## src/rtl/coeff_bank.sv

```systemverilog
`default_nettype none
// ============================================================================
// Module   : coeff_bank
// Purpose  : Coefficient storage for the polynomial evaluation datapath.
//            Holds one coefficient per segment (2^ADDR_LINES entries).
//            The bank is filled by a streaming write handshake and then read
//            through a one-cycle registered output.
// Ports    : clkn_i        - clock, all updates on the rising edge
//            rstn_i        - asynchronous active-low reset
//            load_start_i  - begin (re)load of the whole bank
//            wr_valid_i    - write word valid
//            wr_ready_o    - bank accepts a write word (LOAD state only)
//            wr_data_i     - coefficient word, streamed in address order
//            wr_last_i     - marks the final word of the load stream
//            rd_en_i       - read request
//            rd_ptr_i      - read address from the pointer counter
//            coeff_o       - registered read data
//            coeff_valid_o - one-cycle pulse per served read
//            bank_ready_o  - bank fully loaded and readable
//            load_err_o    - sticky, last load stream was malformed
//            par_err_o     - sticky parity error (COEFF_BANK_PARITY_EN only)
// Options  : COEFF_BANK_PARITY_EN - store an even-parity bit per entry and
//            check it on every read.
// Revision : 1.0 - initial release
// ============================================================================
module coeff_bank #(
  parameter int ADDR_LINES = 4,
  parameter int COEFF_W    = 16
) (
  input  logic                  clkn_i,
  input  logic                  rstn_i,
  input  logic                  load_start_i,
  input  logic                  wr_valid_i,
  output logic                  wr_ready_o,
  input  logic [COEFF_W-1:0]    wr_data_i,
  input  logic                  wr_last_i,
  input  logic                  rd_en_i,
  input  logic [ADDR_LINES-1:0] rd_ptr_i,
  output logic [COEFF_W-1:0]    coeff_o,
  output logic                  coeff_valid_o,
  output logic                  bank_ready_o,
  output logic                  load_err_o
`ifdef COEFF_BANK_PARITY_EN
  ,
  output logic                  par_err_o
`endif
);

  localparam int DEPTH = 1 << ADDR_LINES;
`ifdef COEFF_BANK_PARITY_EN
  localparam int MEM_W = COEFF_W + 1;
`else
  localparam int MEM_W = COEFF_W;
`endif

  localparam logic [1:0] IDLE  = 2'd0;
  localparam logic [1:0] LOAD  = 2'd1;
  localparam logic [1:0] READY = 2'd2;

  logic [1:0]            state_q, state_d;
  logic [ADDR_LINES-1:0] wr_idx_q, wr_idx_d;
  logic                  load_err_q, load_err_d;
  logic [COEFF_W-1:0]    coeff_q, coeff_d;
  logic                  coeff_valid_q, coeff_valid_d;

  // Storage is deliberately not reset; contents are only meaningful after a
  // complete load stream.
  logic [MEM_W-1:0]      mem_q [DEPTH];

  logic                  wr_fire;
  logic                  rd_fire;
  logic                  last_slot;
  logic [MEM_W-1:0]      wr_word;
  logic [MEM_W-1:0]      rd_word;

  assign wr_ready_o   = (state_q == LOAD);
  assign bank_ready_o = (state_q == READY);

  // A load restart wins over a same-cycle write, so the write is dropped.
  assign wr_fire   = wr_valid_i && wr_ready_o && !load_start_i;
  // Reads are served from the current contents even when a reload starts on
  // the same edge.
  assign rd_fire   = rd_en_i && bank_ready_o;
  assign last_slot = &wr_idx_q;

`ifdef COEFF_BANK_PARITY_EN
  // Even parity: the stored word including the parity bit has an even
  // number of ones.
  assign wr_word = {^wr_data_i, wr_data_i};
`else
  assign wr_word = wr_data_i;
`endif

  assign rd_word = mem_q[rd_ptr_i];

  always_comb begin
    state_d    = state_q;
    wr_idx_d   = wr_idx_q;
    load_err_d = load_err_q;
    if (load_start_i) begin
      state_d    = LOAD;
      wr_idx_d   = '0;
      load_err_d = 1'b0;
    end else if (wr_fire) begin
      if (last_slot) begin
        // Final slot: the stream must end here; never wrap to entry 0.
        if (wr_last_i) begin
          state_d = READY;
        end else begin
          state_d    = IDLE;
          load_err_d = 1'b1;
        end
      end else begin
        wr_idx_d = wr_idx_q + 1'b1;
        if (wr_last_i) begin
          // Short stream: the word is kept but the bank stays unusable.
          state_d    = IDLE;
          load_err_d = 1'b1;
        end
      end
    end
  end

  always_comb begin
    coeff_valid_d = rd_fire;
    coeff_d       = rd_fire ? rd_word[COEFF_W-1:0] : coeff_q;
  end

  always_ff @(posedge clkn_i or negedge rstn_i) begin
    if (!rstn_i) begin
      state_q       <= IDLE;
      wr_idx_q      <= '0;
      load_err_q    <= 1'b0;
      coeff_q       <= '0;
      coeff_valid_q <= 1'b0;
    end else begin
      state_q       <= state_d;
      wr_idx_q      <= wr_idx_d;
      load_err_q    <= load_err_d;
      coeff_q       <= coeff_d;
      coeff_valid_q <= coeff_valid_d;
    end
  end

  always_ff @(posedge clkn_i) begin
    if (wr_fire) begin
      mem_q[wr_idx_q] <= wr_word;
    end
  end

  assign coeff_o       = coeff_q;
  assign coeff_valid_o = coeff_valid_q;
  assign load_err_o    = load_err_q;

`ifdef COEFF_BANK_PARITY_EN
  logic par_err_q, par_err_d;

  // A mismatch on a read served in the reload cycle is still reported, so
  // the set condition takes priority over the clear.
  always_comb begin
    par_err_d = par_err_q;
    if (rd_fire && (^rd_word)) begin
      par_err_d = 1'b1;
    end else if (load_start_i) begin
      par_err_d = 1'b0;
    end
  end

  always_ff @(posedge clkn_i or negedge rstn_i) begin
    if (!rstn_i) begin
      par_err_q <= 1'b0;
    end else begin
      par_err_q <= par_err_d;
    end
  end

  assign par_err_o = par_err_q;
`endif

endmodule
`default_nettype wire

```

## config.mk

```make
export PLATFORM = sky130hd
export DESIGN_NAME = coeff_bank
export DESIGN_NICKNAME = d
export VERILOG_FILES = /design/src/rtl/coeff_bank.sv
export SDC_FILE = /design/constraint.sdc
export NUM_CORES = 1
export LEC_CHECK = 0
export ABC_CLOCK_PERIOD_IN_PS = 2500
export CELL_PAD_IN_SITES_DETAIL_PLACEMENT = 1
export CELL_PAD_IN_SITES_GLOBAL_PLACEMENT = 2
export CORE_AREA = 2 2 162 164
export DETAILED_ROUTE_END_ITERATION = 10
export DIE_AREA = 0 0 164 166
export PLACE_DENSITY = 0.8
export SYNTH_ARGS = -nofsm -noshare
export SYNTH_HDL_FRONTEND = slang
export SYNTH_SLANG_ARGS = --single-unit
```

## constraint.sdc

```tcl
create_clock -name clkn_i -period 2.5 [get_ports clkn_i]
set_clock_uncertainty 0.15 [all_clocks]
set_input_delay 0.75 -clock clkn_i [delete_from_list [all_inputs] [get_ports clkn_i]]
set_output_delay 0.75 -clock clkn_i [all_outputs]
set_load 0.02 [all_outputs]
```

==> reports/metrics.cfg <==
[outcome]
status=finished, final reports clean

[clock_tree]
clockBufferDepth=3
path_clk_slew_ns=0.06
ctsHoldBuffers=0
cts_num_sinks=280
numCtsBuffers=29
clock-root-buffer=clkbuf_16
htreeDepth=1
clk-insertion-delay-late_ns=0.55
cts_setup_buffers=0
cts_tree=yes

[critical_path]
cp_cell_sequence=clkdlybuf4s50_1
start_kind=flop
cp.arrival_ns=1.55
cp_top_family=buffers and inverters
critPathSlowestCell=clkdlybuf4s50_1
critical-path-max-stage-delay_ns=0.62
worst_ep_required_time_ns=1.60
crit_type=flop to primary output
critPathBufInv=1
crit_path_end_kind=primary output
critPathMaxFanout=2

[timing]
worstMarginPinSlew_ns=0.695
rsz0062_at_grt=no
fmax_mhz=408
setup_viol=0
fin_ws_ns=0.0495
maxSlewHeadroom_pct=53.5
finalCritPeriodShare_pct=98.0
hold_viol=0
fin_crit_ns=2.45
slew_viol_final=0

[power_and_ir_drop]
ir_drop_v=0.000451
power_density_mw_per_mm2=733
total_power_mw=9.51
switching_share_pct=21.1
power.switching_mw=2.00
p_leak_nw=4.46
clkPwrFrac_pct=40.8
intPower_mw=7.51
p_seq_share_pct=54.3
pwr-share-comb_pct=5.0

[global_route]
overflow=0
antenna_found_initial=0
grt_pass1_wl_mm=38.3
grt_max_degree=42
first_global_vias=5990
grt_use_total_pct=19.1

[floorplanning]
initial_utilization_pct=42.2
placement_rows=59
die_x_um=164
die-area_mm2=0.0272
ios=46
die_h_um=166
core_mm2=0.0256

[placed_design]
port_buffers=45
dp_hpwl_mm=15.7
placed_cell_area_mm2=0.0121
dp_cells=914
post-place-ws_ns=-0.226
gp_congestion=0.761

[layout]
mostFrequentLayoutCells=edfxtp_1, mux4_2, buf_4
final_common_cell=edfxtp_1
ff_latch_area_mm2=0.00829
final_nets=640
antennaDiodeCount=0
drive_gt1_share_pct=26.4
multi_input_comb_area_mm2=0.00239
fin_area_mm2=0.0130
final_cells=968
nFillCells=2277
area_growth_pct=19.9

[logic_synthesis]
ys_ff_latch=280
seq_area_frac_synth_pct=76.6
syn-num-nets=532
avgSynthCellArea_um2=21.5
synth_warnings=0
syn_area_mm2=0.0108
synth_cell_types=35
synthesis.instances=502

[detailed_routing]
drtIter0Drc=419
drt_wl_total_mm=25.0
routedWlPerCell_um=25.9
num_vias=5283
ant_nets=0
dr.pass1.iters=4
vias_per_cell=5.46
drc=0

[job]
max-cap-violations=0

[worst_hold_path]
hp-class=flop to flop

==> Yosys cell counts, drive strengths merged <==
library cell / number / share of area [%]
mux4: 61 / 13
nand3: 3 / 0.14
edfxtp: 256 / 71
a31o: 1 / 0.081
xor2: 1 / 0.081
a21o: 1 / 0.069
a31oi: 1 / 0.058
nor2: 20 / 0.69
and3: 1 / 0.058
nand2b: 3 / 0.17
xnor2: 3 / 0.24
nor2b: 2 / 0.12
nand2: 7 / 0.27
inv: 3 / 0.10
ha: 4 / 0.46
clkbuf: 5 / 0.17
buf: 20 / 1.4
a32oi: 1 / 0.081
nor3: 6 / 0.28
o21ai: 17 / 0.79
mux2: 1 / 0.10
nand3b: 4 / 0.28
o311ai: 1 / 0.081
mux2i: 35 / 3.2
nand4bb: 1 / 0.10
and3b: 1 / 0.081
a21oi: 4 / 0.19
dfrtp: 24 / 5.6
a2bb2oi: 15 / 1.2
==> state kept, by name, indices dropped and copies added, names as in the netlist <==
register,flops
load_err_o,1
mem_q,256
coeff_valid_o,1
coeff_o,16
state_q,2
wr_idx_q,4
==> cell families after synthesis <==
logic type               synth area share, %
buffers and inverters                   1.64
multiplexers                            16.2
AO/OA/AOI/OAI                           2.56
flip-flops                              76.6
adder cells (fa/ha/maj)                0.463
AND/OR/NAND/NOR                         2.19
XOR/XNOR                               0.324
==> per-layer routing <==
| layer | vias up | GRT usage [%] | wire (um) |
|---|---|---|---|
| li1 | 2299 | - | - |
| met1 | 2814 | 24.9 | 9870 |
| met2 | 136 | 33.2 | 13400 |
| met3 | 34 | 3.20 | 1250 |
| met4 | 0 | 5.42 | 521 |
| met5 | - | 0 | 0 |
==> tightest hold or removal path: cells and delay by family (launching register included) <==
family	cells	cell delay, ns
DFF	1	0.34
AOI/OAI and AO/OA	1	0.04
and+or+nand+nor	1	0.08
==> stage by stage <==
stage / utilization, % / hold slack, ns / TNS, ns
finish: 50.6 / 0.347 / 0
global route: 50.6 / 0.396 / 0
CTS: 50.6 / 0.360 / 0
detailed placement: 47.3 / 0.351 / -22.37
global placement: 47.3 / 0.333 / -13.07
floorplan: - / 0.304 / -3.28
==> power groups by stage <==
stage | clock [mW] | sequential [mW] | combinational (mW)
after floorplan | 0 | 5.26 | 0.253
after global placement | 0 | 5.26 | 0.463
after detailed placement | 0 | 5.26 | 0.483
after CTS | 3.95 | 5.16 | 0.486
after global routing | 4.14 | 5.16 | 0.514
final | 3.88 | 5.16 | 0.475
==> final timing paths <==
check	from	end	slack, ns	depth (start not counted)
setup / recovery	coeff_o[3]	coeff_o[3]	0.05	1
hold / removal	load_err_o	load_err_o	0.35	2
hold reg to reg	load_err_o	load_err_o	0.35	2
max in group asynchronous	rstn_i	coeff_o[6]	1.40	2
setup reg to reg	state_q[1]	mem_q[1][11]	0.58	6
min in group asynchronous	rstn_i	coeff_o[3]	0.46	2
==> repair_timing <==
action / 4_1_cts / 5_1_grt
pin swaps: 0 / 0
setup endpoints to repair: 6 / 3
resized for setup: 6 / 3
==> final cells by class <==
| cell class | count | area share (%) |
|---|---|---|
| multi-input cells | 194 | 18.4 |
| repair buffers | 102 | 7.83 |
| clock buffers | 39 | 5.88 |
| flip-flops and latches | 280 | 63.9 |
| inverters | 3 | 0.0868 |
| well taps | 335 | 3.23 |
| clock inverters | 15 | 0.646 |
Note: power is estimated with default switching activity, not from simulation.
